`src/rtl/config_bus_arbiter.sv`:
```
// config_bus_arbiter
//
// Master for the IO multiplexer configuration bus. Two requesters share the
// bus: the management-core Wishbone slave port and a logic-analyzer debug
// port. One access runs at a time through IDLE -> ACCESS -> DONE. In ACCESS,
// config_we or config_oe is held high for ACCESS_CYCLES cycles. In DONE, the
// granted requester receives a single-cycle acknowledge. When both requesters
// are pending in IDLE, the one that was not granted last wins.
//
// Ports
//   clk, rst_n          clock, synchronous active-low reset
//   wbs_*               Wishbone slave port (only in-window cycles are served)
//   la_req/we/addr/wdata debug request, level-held until la_ack
//   la_ack, la_rdata    debug acknowledge and last captured read data
//   config_we/oe        write / read strobes, high only during ACCESS
//   config_sel/address/wdata  latched access attributes, held while idle
//   config_rdata        read data returned by the mux
//   busy                high whenever an access is in progress (not IDLE)
module config_bus_arbiter #(
  parameter logic [31:0] BASE_ADDR     = 32'h3000_0000,
  parameter logic [31:0] ADDR_MASK     = 32'hFFF0_0000,
  parameter int unsigned ACCESS_CYCLES = 2
) (
  input  logic        clk,
  input  logic        rst_n,
  input  logic        wbs_cyc_i,
  input  logic        wbs_stb_i,
  input  logic        wbs_we_i,
  input  logic [3:0]  wbs_sel_i,
  input  logic [31:0] wbs_adr_i,
  input  logic [31:0] wbs_dat_i,
  output logic        wbs_ack_o,
  output logic [31:0] wbs_dat_o,
  input  logic        la_req,
  input  logic        la_we,
  input  logic [31:0] la_addr,
  input  logic [31:0] la_wdata,
  output logic        la_ack,
  output logic [31:0] la_rdata,
  output logic        config_we,
  output logic        config_oe,
  output logic [3:0]  config_sel,
  output logic [31:0] config_address,
  output logic [31:0] config_wdata,
  input  logic [31:0] config_rdata,
  output logic        busy
);

  typedef enum logic [1:0] {
    IDLE,
    ACCESS,
    DONE
  } state_t;

  localparam logic [3:0] COUNT_LOAD = 4'(ACCESS_CYCLES - 1);

  state_t     state;
  state_t     state_next;
  logic [3:0] count;
  logic       gnt_la;        // current grant belongs to the LA port
  logic       last_la;       // round-robin pointer: last completed grant was LA
  logic       lat_we;
  logic       wb_req;
  logic       grant;
  logic       grant_la_next;
  logic       access_last;

  assign wb_req = wbs_cyc_i & wbs_stb_i &
                  ((wbs_adr_i & ADDR_MASK) == BASE_ADDR);

  assign access_last = (state == ACCESS) && (count == '0);
  assign busy        = (state != IDLE);

  always_comb begin
    state_next    = state;
    grant         = 1'b0;
    grant_la_next = 1'b0;
    config_we     = 1'b0;
    config_oe     = 1'b0;
    case (state)
      IDLE: begin
        if (wb_req || la_req) begin
          grant = 1'b1;
          // On a tie, pick the requester that was not granted last;
          // otherwise pick whichever one is asking.
          grant_la_next = (wb_req && la_req) ? ~last_la : la_req;
          state_next    = ACCESS;
        end
      end
      ACCESS: begin
        config_we = lat_we;
        config_oe = ~lat_we;
        if (count == '0) begin
          state_next = DONE;
        end
      end
      DONE: begin
        state_next = IDLE;
      end
      default: begin
        state_next = IDLE;
      end
    endcase
  end

  always_ff @(posedge clk) begin
    if (!rst_n) begin
      state          <= IDLE;
      count          <= '0;
      gnt_la         <= 1'b0;
      last_la        <= 1'b1;
      lat_we         <= 1'b0;
      config_sel     <= '0;
      config_address <= '0;
      config_wdata   <= '0;
      wbs_dat_o      <= '0;
      la_rdata       <= '0;
      wbs_ack_o      <= 1'b0;
      la_ack         <= 1'b0;
    end else begin
      state     <= state_next;
      wbs_ack_o <= 1'b0;
      la_ack    <= 1'b0;

      if (grant) begin
        gnt_la <= grant_la_next;
        count  <= COUNT_LOAD;
        if (grant_la_next) begin
          lat_we         <= la_we;
          config_sel     <= '1;
          config_address <= la_addr;
          config_wdata   <= la_wdata;
        end else begin
          lat_we         <= wbs_we_i;
          config_sel     <= wbs_sel_i;
          config_address <= wbs_adr_i & ~ADDR_MASK;
          config_wdata   <= wbs_dat_i;
        end
      end

      if (state == ACCESS && count != '0) begin
        count <= count - 4'd1;
      end

      // The ack is registered on the ACCESS->DONE edge, so it is high for
      // exactly the DONE cycle.
      if (access_last) begin
        if (!lat_we) begin
          if (gnt_la) begin
            la_rdata <= config_rdata;
          end else begin
            wbs_dat_o <= config_rdata;
          end
        end
        wbs_ack_o <= ~gnt_la;
        la_ack    <= gnt_la;
      end

      if (state == DONE) begin
        last_la <= gnt_la;
      end
    end
  end

endmodule
```
`config.mk`:
```
export PLATFORM = sky130hd
export DESIGN_NAME = config_bus_arbiter
export DESIGN_NICKNAME = d
export VERILOG_FILES = /design/src/rtl/config_bus_arbiter.sv
export SDC_FILE = /design/constraint.sdc
export NUM_CORES = 1
export LEC_CHECK = 0
export CAP_MARGIN = 40
export CELL_PAD_IN_SITES_DETAIL_PLACEMENT = 0
export CELL_PAD_IN_SITES_GLOBAL_PLACEMENT = 2
export CORE_ASPECT_RATIO = 1.4
export CORE_MARGIN = 4
export CORE_UTILIZATION = 19
export CTS_CLUSTER_SIZE = 20
export DETAILED_ROUTE_END_ITERATION = 7
export PLACE_DENSITY_LB_ADDON = 0.1
export SYNTH_ARGS = -nofsm -noshare
export SYNTH_HDL_FRONTEND = slang
export SYNTH_SLANG_ARGS = --single-unit
```
`constraint.sdc`:
```
create_clock -name clk -period 1.3 [get_ports clk]
set_input_delay 0.13 -clock clk [delete_from_list [all_inputs] [get_ports clk]]
set_output_delay 0.13 -clock clk [all_outputs]
set_load 0.05 [all_outputs]
```
==> impl_metrics.tcl <==
set metrics [dict create \
    status "finished with violations" \
    violations "negative setup slack" \
    grt_use_total_pct 15.20 \
    max_freq_mhz 650.0 \
    cap_viol_max_count 0 \
    hp-start "rst_n" \
    n_antenna_cell 0 \
    syn_inst 591 \
    synth_flop_cell "dfxtp_1" \
    io_pins 308 \
    drtAntennaViolNets 0 \
    synth-simple-area-share_pct 14.25 \
    synth_top_family_by_area "compound AO/OA/AOI/OAI gates" \
    rsz0062_at_grt "true" \
    initial_utilization_pct 19.24 \
    layout-drive-gt1-share_pct 37.15 \
    area_growth_pct 116.4 \
    cts_hold_buf 0 \
    pwr_density_cell_mw_per_mm2 1187 \
    synth_area_mm2 0.005594 \
    period_share_pct 118.3 \
    vias 5888 \
    drc 0 \
    r2r_start "state[0]" \
    crit_top_cell "buf_6" \
    hold_class "in2reg" \
    crit_chain "nor2_2, buf_6, buf_4, o211ai_4, buf_6, buf_12, buf_16, o221a_2" \
    whs_path_depth 2 \
    crit_start "state[0]" \
    crit_required_ns 1.62 \
    async_reset_ff_share_pct 0 \
    critical_path_class "reg2reg" \
    cp_slowest_cell "dfxtp_4" \
    cts_buffers 17 \
    worstPathArrival_ns 1.86 \
    synth.area.mux_share_pct 0.1789 \
    port-buffer-count 307 \
    placed_cell_area_mm2 0.01067 \
    r2r_cells 8 \
    synth_nets 763 \
    cp_num_buf_inv 5 \
    skew_ns 0.01115 \
    core_area_mm2 0.02907 \
    cp-end-kind "register" \
    grt_max_degree 66 \
    wirelength_um 25230 \
    max_stage_delay_ns 0.35 \
    final_util_pct 41.65 \
    fin_nets 1101 \
    yosys_warnings 0 \
    syn-mean-instance-area_um2 9.466 \
    cp.depth 8 \
    ys_ff_latch 143 \
    ir_drop_mv 0.8023 \
    synth-xor-area-share_pct 0 \
    start_kind "register" \
    maxSlewViolCount 0 \
    synth_edf_count 0 \
    gp_congestion 0.7466 \
    ys_types 38 \
    leakage_nw 4.586 \
    design_area_mm2 0.01211 \
    antenna_found_initial 0 \
    cts_sinks 143 \
    grt_pass1_wl_um 38250 \
    critical_path.top_delay_family "buffers and inverters" \
    slew_headroom_pct 72.75 \
    layout_setup_ws_ns -0.2384 \
    finalSetupViolCount 142 \
    first_iter_violations 181 \
    htree_num_levels 4 \
    hpwl_um 17250 \
    synth_adder_area_share_pct 0.2237 \
    wl_per_cell_um 19.08 \
    vias_per_cell 4.454 \
    clk_pin_slew_ns 0.07 \
    num_rows 74 \
    clockRootBuffer "clkbuf_16" \
    dieArea_mm2 0.03229 \
    overflow 0 \
    die_width_um 153.0 \
    grt_pass1_vias 6468 \
    clk_latency_ns 0.43 \
    drt_pass1_iterations 4 \
    clock_path_buffers 2 \
    hold_viol_final 0 \
    cp_max_fo 5 \
    cts_tree "built" \
    period_minus_slack_ns 1.538 \
    seq_area_frac_synth_pct 51.17 \
    synth_compound_area_share_pct 28.34 \
    tightest_slew_ns 0.4087 \
    fp.dieH_um 211.0 \
]
path summary, 6_finish.rpt:
kind | slack, ns | endpoint
hold reg to reg | 0.49 | la_rdata[8]
hold / removal | 0.07 | last_la
setup reg to reg | -0.24 | config_wdata[29]
setup / recovery | -0.24 | config_wdata[29]
layer usage:
layer	track usage (%)	vias up	part of all wire, %
met3	6.600	33	8.5
met5	0	-	0
met4	6.087	0	2.4
met1	15.52	2770	37
li1	-	2840	-
met2	27.27	245	52
synth_stat cells (all sizes together) (2+ instances only):
cell / instances / area share, %
nand2: 156 / 10
dfxtp: 143 / 51
a21oi: 67 / 6.0
o221a: 57 / 11
o31a: 54 / 8.5
clkbuf: 30 / 2.0
buf: 26 / 3.4
o22ai: 14 / 1.6
inv: 6 / 0.40
nor2: 4 / 0.27
nand4: 3 / 0.45
o21ai: 3 / 0.34
and2: 2 / 0.22
nand2b: 2 / 0.22
nand3: 2 / 0.18
nand3b: 2 / 0.27
nor3: 2 / 0.18
nor4b: 2 / 0.31
layout make-up:
| class | count | area [um2] |
|---|---|---|
| fillers | 2818 | 16970 |
| repair buffers | 375 | 5414 |
| flip-flops and latches | 143 | 2873 |
| multi-input cells | 386 | 2703 |
| well taps | 380 | 475.5 |
| clock buffers | 18 | 429.2 |
| clock inverters | 14 | 191.4 |
| inverters | 6 | 22.52 |
cell families (layout without fill, tap and decap cells):
family	after synthesis	after routing
AOI/OAI and AO/OA	198	198
and+or+nand+nor	186	186
DFF	143	143
buffers and inverters	62	413
adders and majority gates	1	1
muxes	1	1
stage by stage:
stage               power [W]  cells  hold WS [ns]  setup TNS (ns)  worst slack [ns]
finish                0.01437   1322       0.07402          -18.25           -0.2384
global route          0.01496   1322       0.07777          -29.93           -0.2872
CTS                   0.01451   1316       0.04825          -18.15           -0.2194
detailed placement   0.008911   1261        0.4832          -61.42           -0.7605
global placement     0.008876   1261        0.4794          -57.57           -0.7279
floorplan            0.006680    591        0.2660          -35.35           -0.3802
registers in the layout, indices dropped and copies added, names as in the netlist:
register	flops
last_la	1
wbs_dat_o	32
config_address	32
wbs_ack_o	1
la_rdata	32
config_sel	4
gnt_la	1
config_wdata	32
count	4
lat_we	1
la_ack	1
state	2
placed cells by master (no fill, tap or decap), types with 5 or more instances in the layout:
cell,synthesis,layout
a21oi_1,67,50
a21oi_2,0,16
buf_12,0,153
buf_16,0,5
buf_4,2,27
buf_6,9,12
clkbuf_16,0,20
clkdlybuf4s50_1,0,157
dfxtp_1,143,139
dlygate4sd2_1,0,7
nand2_1,156,154
o221a_2,57,52
o221a_4,0,5
o22ai_2,0,10
o31a_1,54,54
report_power, final:
group | internal (W) | total (W) | switching [W]
clock network | 0.00321 | 0.00518 | 0.00197
logic | 0.00222 | 0.00418 | 0.00196
registers | 0.00468 | 0.00501 | 0.000330
total | 0.0101 | 0.0144 | 0.00426
what timing repair did:
action | CTS | global route
pin swaps | 12 | 3
gates resized for setup | 63 | 42
setup endpoints to repair | 142 | 142
buffers inserted | 13 | 4
gates cloned | 10 | 3
(Power assumes the default switching activity.)
